===== src/rtl/io_bus_arbiter.sv =====
// Two-master arbiter for the single memory-mapped IO port.
// Each access runs IDLE -> ACCESS -> DONE with round-robin tie-breaking and an io_ready timeout.
module io_bus_arbiter #(
    parameter int AW      = 32,
    parameter int DW      = 32,
    parameter int TIMEOUT = 255
) (
    input  logic          clk,
    input  logic          rst,

    input  logic          m0_req,
    input  logic          m0_we,
    input  logic [AW-1:0] m0_addr,
    input  logic [DW-1:0] m0_wdata,
    output logic          m0_gnt,
    output logic          m0_done,
    output logic [DW-1:0] m0_rdata,

    input  logic          m1_req,
    input  logic          m1_we,
    input  logic [AW-1:0] m1_addr,
    input  logic [DW-1:0] m1_wdata,
    output logic          m1_gnt,
    output logic          m1_done,
    output logic [DW-1:0] m1_rdata,

    output logic          io_we,
    output logic [AW-1:0] io_addr,
    output logic [DW-1:0] io_data,
    input  logic [DW-1:0] io_read_data,
    input  logic          io_ready,

    output logic          err,
    output logic [1:0]    dbg_state
);

    // Handshake: a requester raises mX_req with we/addr/wdata stable and holds them until
    // mX_gnt pulses; the request is captured on that edge and later inputs are ignored.
    // mX_done pulses once when the access ends, with mX_rdata valid (and err on timeout).

    typedef enum logic [1:0] {
        IDLE   = 2'd0,
        ACCESS = 2'd1,
        DONE   = 2'd2
    } state_t;

    localparam logic [15:0] TO_LAST = 16'(TIMEOUT - 1);

    state_t        state;
    state_t        state_next;

    logic          owner;
    logic          last_owner;
    logic          lat_we;
    logic [AW-1:0] lat_addr;
    logic [DW-1:0] lat_wdata;
    logic [15:0]   count;

    logic          any_req;
    logic          pick;
    logic          grant_fire;
    logic          in_access;
    logic          timeout_hit;
    logic          done_fire;

    // Arbitration: a lone requester wins; on a tie the one that did not win last time wins.
    always_comb begin
        any_req = m0_req | m1_req;
        pick    = 1'b0;
        if (m0_req && m1_req) begin
            pick = ~last_owner;
        end else if (m1_req) begin
            pick = 1'b1;
        end
    end

    always_comb begin
        grant_fire  = (state == IDLE) && any_req;
        in_access   = (state == ACCESS);
        timeout_hit = in_access && !io_ready && (count == TO_LAST);
        done_fire   = in_access && (io_ready || timeout_hit);
    end

    always_comb begin
        state_next = state;
        case (state)
            IDLE: begin
                if (any_req) begin
                    state_next = ACCESS;
                end
            end
            ACCESS: begin
                if (io_ready || timeout_hit) begin
                    state_next = DONE;
                end
            end
            DONE: begin
                state_next = IDLE;
            end
            default: begin
                state_next = IDLE;
            end
        endcase
    end

    always_ff @(posedge clk or negedge rst) begin
        if (!rst) begin
            state <= IDLE;
        end else begin
            state <= state_next;
        end
    end

    // Request capture and the ACCESS wait counter.
    always_ff @(posedge clk or negedge rst) begin
        if (!rst) begin
            owner      <= 1'b0;
            last_owner <= 1'b1;
            lat_we     <= 1'b0;
            lat_addr   <= '0;
            lat_wdata  <= '0;
            count      <= '0;
        end else if (grant_fire) begin
            owner      <= pick;
            last_owner <= pick;
            lat_we     <= pick ? m1_we    : m0_we;
            lat_addr   <= pick ? m1_addr  : m0_addr;
            lat_wdata  <= pick ? m1_wdata : m0_wdata;
            count      <= '0;
        end else if (in_access && !io_ready && !timeout_hit) begin
            count <= count + 16'd1;
        end
    end

    // Response pulses and per-requester read data.
    always_ff @(posedge clk or negedge rst) begin
        if (!rst) begin
            m0_gnt   <= 1'b0;
            m1_gnt   <= 1'b0;
            m0_done  <= 1'b0;
            m1_done  <= 1'b0;
            err      <= 1'b0;
            m0_rdata <= '0;
            m1_rdata <= '0;
        end else begin
            m0_gnt  <= grant_fire && !pick;
            m1_gnt  <= grant_fire && pick;
            m0_done <= done_fire && !owner;
            m1_done <= done_fire && owner;
            err     <= timeout_hit;
            if (done_fire) begin
                // A timed-out access returns zero; a completed write leaves rdata alone.
                if (timeout_hit) begin
                    if (owner) begin
                        m1_rdata <= '0;
                    end else begin
                        m0_rdata <= '0;
                    end
                end else if (!lat_we) begin
                    if (owner) begin
                        m1_rdata <= io_read_data;
                    end else begin
                        m0_rdata <= io_read_data;
                    end
                end
            end
        end
    end

    // io_we is gated by io_ready so the strobe can only coincide with the ACCESS exit cycle.
    always_comb begin
        io_we   = 1'b0;
        io_addr = '0;
        io_data = '0;
        if (in_access) begin
            io_we   = lat_we & io_ready;
            io_addr = lat_addr;
            io_data = lat_wdata;
        end
    end

    assign dbg_state = state;

endmodule


===== config.mk =====
export PLATFORM = sky130hd
export DESIGN_NAME = io_bus_arbiter
export DESIGN_NICKNAME = d
export VERILOG_FILES = /design/src/rtl/io_bus_arbiter.sv
export SDC_FILE = /design/constraint.sdc
export NUM_CORES = 1
export LEC_CHECK = 0
export CORE_MARGIN = 1
export CORE_UTILIZATION = 45
export CTS_CLUSTER_DIAMETER = 100
export DETAILED_ROUTE_END_ITERATION = 8
export PLACE_DENSITY = 0.86
export SLEW_MARGIN = 5
export SYNTH_ARGS = -nofsm -noshare
export SYNTH_HDL_FRONTEND = slang
export SYNTH_SLANG_ARGS = --single-unit

===== constraint.sdc =====
create_clock -name clk -period 4.75 [get_ports clk]
set_input_delay 0.95 -clock clk [delete_from_list [all_inputs] [get_ports clk]]
set_output_delay 0.95 -clock clk [all_outputs]
set_load 0.01 [all_outputs]

Word level (Yosys, flattened, before mapping)
Cells that the tools add are included.
{"block": "word_totals", "regBits": 154, "inputBits": 167, "output_inout_bits": 136, "elab_cells": 68}
{"block": "op_classes", "add_sub_neg": 1, "eq_ne": 8, "muxes": 21, "n_bitwise": 3, "reduce_logical": 21}
{"cell": "32-bit two-way mux", "count": 12}
{"cell": "16-bit two-way mux", "count": 2}
{"cell": "16-bit by 1-bit adder with 16-bit output (second input constant)", "count": 1}
{"cell": "16-bit by 8-bit equality test with 1-bit output (second input constant)", "count": 1}
{"cell": "1-bit logical AND", "count": 10}
{"cell": "4-bit AND reduction", "count": 2}
{"cell": "2-bit by 1-bit inequality test with 1-bit output (second input constant)", "count": 3}
{"cell": "2-bit inequality test (second input constant)", "count": 3}
{"cell": "1-bit zero test", "count": 4}
{"cell": "1-bit two-way mux", "count": 4}
{"cell": "2-bit two-way mux", "count": 2}
{"cell": "2-bit one-hot mux with 2 select lines", "count": 1}
{"cell": "2-bit nonzero test", "count": 2}
{"cell": "2-bit by 1-bit equality test with 1-bit output (second input constant)", "count": 1}
{"cell": "2-bit zero test", "count": 1}
{"cell": "2-bit AND reduction", "count": 1}
{"cell": "1-bit bitwise AND", "count": 1}
{"cell": "1-bit logical OR", "count": 1}
{"cell": "1-bit inverter", "count": 1}
{"cell": "1-bit OR", "count": 1}

Depth between registers and ports, before layout
Gate-level depths: netlist of run 1.
{"block": "depth", "depth_word": 7, "mapped_depth": 8, "ltp_nobuf": 6}

Worst setup path after synthesis of run 1
Ideal clock, no wire load.
{"block": "synth_path", "kind": "input to register", "startpoint": "input io_ready", "endpoint": "register count[14]", "setup_ns": 0.078, "arrival_ns": 2.503, "required_ns": 4.672, "slack_ns": 2.169, "stages": 5, "path_buffers": 1, "cell_sequence": "or3b_1 -> buf_2 -> or4_4 -> or4_1 -> a21oi_1"}
{"block": "synth_between", "elab_chain_cells": 6}
{"element": "from (decl)", "line": "31", "rtl": "input logic io_ready,"}
{"element": "1-bit zero test (*)", "line": "80, 130"}
{"element": "1-bit logical AND (*)", "line": "80, 130"}
{"element": "1-bit logical AND", "line": "80", "rtl": "timeout_hit = in_access && !io_ready && (count == TO_LAST);"}
{"element": "1-bit zero test", "line": "130", "rtl": "end else if (in_access && !io_ready && !timeout_hit) begin"}
{"element": "1-bit logical AND (*)", "line": "130"}
{"element": "2-bit nonzero test (no source line) (*)"}
{"element": "to (signal assigned)", "line": "131", "rtl": "count <= count + 16'd1;"}
{"element": "to (decl)", "line": "57", "rtl": "logic [15:0] count;"}
Every way passes the cells marked *; elsewhere a longest branch is shown, timed or not.
A chain may end at the register's enable or synchronous reset.

Final worst setup path of run 1
{"block": "layout_path", "startpoint": "register state[0] (netlist: dbg_state[0])", "endpoint": "output io_addr[11]"}
{"block": "layout_between", "elab_chain_cells": 2}
{"element": "from (decl)", "line": "49", "rtl": "state_t state;"}
{"element": "from (signal assigned)", "line": "110", "rtl": "state <= state_next;"}
{"element": "2-bit by 1-bit equality test with 1-bit output", "line": "79", "rtl": "in_access = (state == ACCESS);"}
{"element": "32-bit two-way mux", "line": "175", "rtl": "if (in_access) begin"}
{"element": "to (decl)", "line": "28", "rtl": "output logic [AW-1:0] io_addr,"}
No other way between the ends.

==> impl_metrics.py, run 1 <==
metrics = {
    "run_status": {
        "status": "finished clean",
    },
    "logic_synthesis": {
        "synth_nets": 798,
        "ys_seq_elements": 154,
        "syn_inst": 629,
        "synth_edf_count": 0,
        "synth_top_area_share_pct": 57.9,
        "ys_seq_area_share_pct": 58.3,
        "synth_common_cells": "dfrtp_1 (153), nand2_1 (147), a22oi_1 (65), and2_1 (65), a22o_1 (64)",
        "postSynthAreaPerCell_um2": 10.5,
        "synthTopCellsByArea": "dfrtp_1 (58%), a22o_1 (8.5%), nand2_1 (8.3%)",
        "synth_ff_type": "dfrtp_1",
        "netlist_area_um2": 6610,
        "synth_most_common_cell": "dfrtp_1",
        "ys_warn_count": 0,
        "ys_types": 37,
        "synth_area_leader_cell": "dfrtp_1",
        "synthArstFlopShare_pct": 100,
    },
    "sta": {
        "slew_violations": 0,
        "max_freq_mhz": 279,
        "fin_skew_ps": 7.97,
        "fin_crit_ps": 3580,
        "setup_viol": 0,
        "fin_tns_setup_ps": 0,
        "max-slew-margin-rel_pct": 38.4,
        "postLayoutSetupSlackWorst_ps": 1170,
        "timing.final.crit_share_pct": 75.4,
        "hold_viol": 0,
        "rsz0062_at_grt": "false",
        "tightest_slew_ps": 924,
    },
    "floorplanning": {
        "initial_core_util_pct": 46.9,
        "core_area_um2": 14100,
        "die_area_um2": 15200,
        "die_w_um": 123,
        "rows": 43,
        "ioPinCount": 303,
        "die_h_um": 123,
    },
    "clocking": {
        "clkTransAtPathRegs_ps": 60,
        "root_buffer": "clkbuf_16",
        "cts_sinks": 154,
        "cts_resized": 0,
        "clock_latency_ps": 420,
        "h-tree-depth": 4,
        "cts_tree": "done",
        "cts_made_buffers": 17,
        "cts_hold_buf": 0,
        "cts_max_path_buffers": 2,
        "cts_setup_buffers": 0,
    },
    "setup_path": {
        "crit_end": "io_addr[11]",
        "rr_endpoint": "m0_rdata[20]",
        "cp-start-kind": "flip-flop",
        "path_cells": "nor2b_4 > buf_4 > and2_1 > clkdlybuf4s50_1",
        "endpoint_kind": "output pin",
        "required_ps": 3800,
        "cp_slowest_cell": "nor2b_4",
        "rrSetupSlack_ps": 2510,
        "crit_start": "dbg_state[0]",
        "cpPeakStageDelay_ps": 620,
        "worstRegToRegCells": 5,
        "crit_path_max_fanout": 28,
        "path_class": "flip-flop to output pin",
        "timing.rr.start": "dbg_state[1]",
        "cp.arrival_ps": 2630,
    },
    "layout": {
        "multi_input_area_um2": 2620,
        "fin_area_um2": 10500,
        "drive_gt1_share_pct": 5.91,
        "nets": 1087,
        "seq_area_um2": 3850,
        "area_growth_syn_to_layout_pct": 58.2,
        "final_cells": 1114,
        "n_fill_cell": 993,
    },
    "detailed_routing": {
        "wl_met3_mm": 2.19,
        "viasPerCell": 5.47,
        "wirelength_met1_mm": 7.85,
        "drc": 0,
        "wl_met2_mm": 10.7,
        "firstDrtPassIters": 5,
        "drt_iter0_drc": 389,
        "wl_per_cell_um": 19.3,
        "routed.top_layer": "met5",
        "final_antenna_net_count": 0,
        "finalWirelength_mm": 21.5,
        "vias": 6097,
    },
    "place": {
        "post-place-ws_ps": 1540,
        "dp_cells": 1079,
        "dpl-instance-area_um2": 9850,
        "gp_congestion": 0.880,
        "port-buffer-count": 302,
        "dp_hpwl_mm": 15.1,
    },
    "grt": {
        "grt_antenna_before_repair": 3,
        "grt.overflow.total": 0,
        "grt_pass1_vias": 6251,
        "grt_pass1_wl_mm": 32.9,
        "grt_start_max_net_pins": 105,
        "grt_usage_pct": 28.9,
    },
    "pwr": {
        "power_leakage_uw": 0.00471,
        "ir_drop_mv": 0.303,
        "power_density_nw_per_um2": 610,
    },
    "run": {
        "maxCapViolations": 0,
    },
    "min_path": {
        "hold_class": "flip-flop to flip-flop",
    },
}
logic make-up after synthesis:
logic type      count (synthesis)  synth area share, %
compound gates                153                 18.2
fa+ha+maj                       2                0.378
buf+inv                        49                 2.80
flops                         154                 58.3
mux                             9                 1.36
simple gates                  262                 19.0
layout make-up:
type,count,share of cell area (%)
flip-flops and latches,154,36.9
repair buffers,314,29.9
multi-input cells,426,25.1
clock buffers,18,4.10
well taps,180,2.15
clock inverters,14,1.66
inverters,5,0.179
diodes,3,0.0718
power by group:
group          internal (µW)  switching (µW)  leakage [µW]  total, µW
registers               1870             334       0.00193       2210
clock network            829             553      0.000283       1380
logic                   1500            1300       0.00250       2800
total                   4200            2190       0.00471       6390
through the flow:
step / hold WS, ps / util, % / power [µW]
5_1_grt: 477 / 74.2 / 6780
4_1_cts: 461 / 74.2 / 6420
6_report: 459 / 74.2 / 6390
3_5_place_dp: 448 / 69.9 / 5000
2_1_floorplan: 430 / - / 3470
3_3_place_gp: 440 / 69.9 / 4920
registers in the layout, summed over array words and instances, names as in the netlist:
signal	count
count	16
dbg_state	2
err	1
last_owner	1
lat_addr	32
lat_wdata	32
lat_we	1
m0_done	1
m0_gnt	1
m0_rdata	32
m1_done	1
m1_gnt	1
m1_rdata	32
owner	1
cells in the final DEF, fill, tap and decap left out, drive strengths merged, types with 6 or more instances in the layout:
master,n
clkdlybuf4s50,301
dfrtp,153
nand2,147
and2,65
a22oi,65
a22o,64
clkbuf,18
buf,13
mux2i,9
nor2,8
a21oi,8
nor3,7
nand4,7
inv,6
clkinv,6
worst max-delay path: cells and delay by family, from the launching register on:
family,cells,cell delay (ps)
buffers and inverters,2,930
and+or+nand+nor,2,780
DFF,1,490
worst min-delay path by stage:
| stage | startpoint | end | slack (ps) | depth (start not counted) |
|---|---|---|---|---|
| 2_1_floorplan | lat_addr[0] | lat_addr[0] | 430 | 2 |
| 3_3_place_gp | lat_addr[17] | lat_addr[17] | 440 | 2 |
| 3_5_place_dp | lat_wdata[5] | lat_wdata[5] | 450 | 2 |
| 4_1_cts | lat_wdata[0] | lat_wdata[0] | 460 | 2 |
| 5_1_grt | lat_wdata[28] | lat_wdata[28] | 480 | 2 |
| 6_report | lat_wdata[31] | lat_wdata[31] | 460 | 2 |
per-layer routing:
layer	vias to the layer above	track usage, %
met1	2941	31.7
met5	-	0
met2	294	49.2
met4	2	12.3
met3	40	11.9
li1	2820	-
Note: power is estimated with default switching activity, not from simulation.
==> run 2, diff against run 1 <==
--- a/config.mk
+++ b/config.mk
@@ -6,10 +6,10 @@
 export NUM_CORES = 1
 export LEC_CHECK = 0
 export CORE_MARGIN = 1
-export CORE_UTILIZATION = 45
+export CORE_UTILIZATION = 38
 export CTS_CLUSTER_DIAMETER = 100
 export DETAILED_ROUTE_END_ITERATION = 8
-export PLACE_DENSITY = 0.86
+export PLACE_DENSITY = 0.77
 export SLEW_MARGIN = 5
 export SYNTH_ARGS = -nofsm -noshare
 export SYNTH_HDL_FRONTEND = slang
==> constraint.sdc (replaced) <==
create_clock -name clk -period 2.93 [get_ports clk]
set_input_delay 0.586 -clock clk [delete_from_list [all_inputs] [get_ports clk]]
set_output_delay 0.586 -clock clk [all_outputs]
set_load 0.01 [all_outputs]
==> impl_metrics.py, run 2 (synthesis results as in run 1) <==
metrics = {
    "setup_path": {
        "crit_end": "io_data[7]",
        "rr_endpoint": "count[14]",
        "crit_path_max_fanout": 65,
        "cp-start-kind": "flip-flop",
        "path_class": "flip-flop to output pin",
        "crit_start": "dbg_state[1]",
        "rrSetupSlack_ps": 690,
        "timing.rr.start": "dbg_state[1]",
        "endpoint_kind": "output pin",
        "cp.arrival_ps": 2170,
        "cpPeakStageDelay_ps": 590,
        "worstRegToRegCells": 4,
        "required_ps": 2340,
        "cp_slowest_cell": "clkdlybuf4s50_1",
        "path_cells": "nor2b_4 > buf_12 > and2_1 > clkdlybuf4s50_1",
    },
    "sta": {
        "fin_skew_ps": 9.90,
        "max_freq_mhz": 363,
        "fin_tns_setup_ps": 0,
        "hold_viol": 0,
        "timing.final.crit_share_pct": 94.0,
        "tightest_slew_ps": 800,
        "slew_violations": 0,
        "setup_viol": 0,
        "max-slew-margin-rel_pct": 46.3,
        "holdWs_ps": 181,
        "rsz0062_at_grt": "false",
        "fin_crit_ps": 2750,
    },
    "detailed_routing": {
        "drc": 0,
        "vias": 6042,
        "firstDrtPassIters": 5,
        "final_antenna_net_count": 0,
        "finalWirelength_mm": 20.5,
        "wl_per_cell_um": 17.8,
        "drt_iter0_drc": 334,
        "viasPerCell": 5.23,
    },
    "clocking": {
        "cts_setup_buffers": 0,
        "cts_made_buffers": 17,
        "root_buffer": "clkbuf_16",
        "cts_max_path_buffers": 2,
        "clkTransAtPathRegs_ps": 70,
        "cts_sinks": 154,
        "cts_hold_buf": 0,
        "cts_tree": "done",
        "h-tree-depth": 4,
        "cts_resized": 0,
        "clock_latency_ps": 420,
    },
    "pwr": {
        "power_leakage_uw": 0.00477,
        "power_density_nw_per_um2": 985,
        "ir_drop_mv": 0.462,
    },
    "layout": {
        "drive_gt1_share_pct": 6.52,
        "diodes": 0,
        "final_cell_mix": "clkdlybuf4s50_1 (301), dfrtp_1 (152), nand2_1 (147)",
        "fin_area_um2": 10600,
        "area_growth_syn_to_layout_pct": 60.4,
        "final_common_cell": "clkdlybuf4s50_1",
        "final_cells": 1155,
        "utilization_pct": 63.3,
        "nets": 1091,
    },
    "grt": {
        "grt_usage_pct": 23.5,
        "grt.overflow.total": 0,
        "grt_antenna_before_repair": 0,
        "grt_pass1_vias": 6050,
        "grt_start_max_net_pins": 75,
        "grt_pass1_wl_mm": 32.5,
    },
    "floorplanning": {
        "initial_core_util_pct": 39.5,
        "rows": 47,
        "core_area_um2": 16800,
        "die_area_um2": 17900,
        "die_w_um": 134,
        "ioPinCount": 303,
        "die_h_um": 134,
    },
    "place": {
        "gp_congestion": 0.845,
        "dp_hpwl_mm": 14.4,
        "dpl-instance-area_um2": 9980,
        "port-buffer-count": 302,
        "dp_cells": 1123,
    },
    "run_status": {
        "status": "finished clean",
    },
    "run": {
        "maxCapViolations": 0,
    },
    "min_path": {
        "hold_class": "input pin to asynchronous set/reset pin",
    },
}
-- run 2: area by class of cell --
| cell class | instances | area [µm²] |
|---|---|---|
| clock buffer | 17 | 425 |
| timing repair buffer | 318 | 3210 |
| clock inverter | 15 | 200 |
| multi-input combinational | 426 | 2620 |
| inverter | 5 | 18.8 |
| fill | 1386 | 6150 |
| sequential | 154 | 3860 |
| tap | 220 | 275 |
-- run 2: metrics by stage --
stage	setup WS (ps)	power [µW]
6_report	177	10400
5_1_grt	68.8	11100
4_1_cts	93.3	10600
3_5_place_dp	216	8160
3_3_place_gp	247	8050
2_1_floorplan	713	5620
-- run 2: worst min path at each step --
stage                       from      endpoint  slack (ps)
finish                       rst  m0_rdata[16]         180
global route                 rst  m0_rdata[16]         220
CTS                          rst  m1_rdata[17]         200
detailed placement  lat_addr[15]  lat_addr[15]         450
global placement     lat_addr[8]   lat_addr[8]         440
floorplan                    rst      count[0]         290
-- run 2: worst max-delay path, delay by kind of cell, from the launching register on --
| kind | cells | cell delay, ps |
|---|---|---|
| flops | 1 | 510 |
| simple gates | 2 | 370 |
| buf+inv | 2 | 820 |
-- run 2: layer usage --
layer	GRT usage [%]	wire, µm
met4	8.52	428
met1	28.9	8010
met2	38.1	9990
met3	7.97	2080
met5	0	0
-- run 2: power by group --
part	internal, µW	switching (µW)	leakage, µW	total, µW
Combinational	2460	2090	0.00253	4550
Clock	1380	951	0.000302	2330
Sequential	3040	529	0.00193	3560
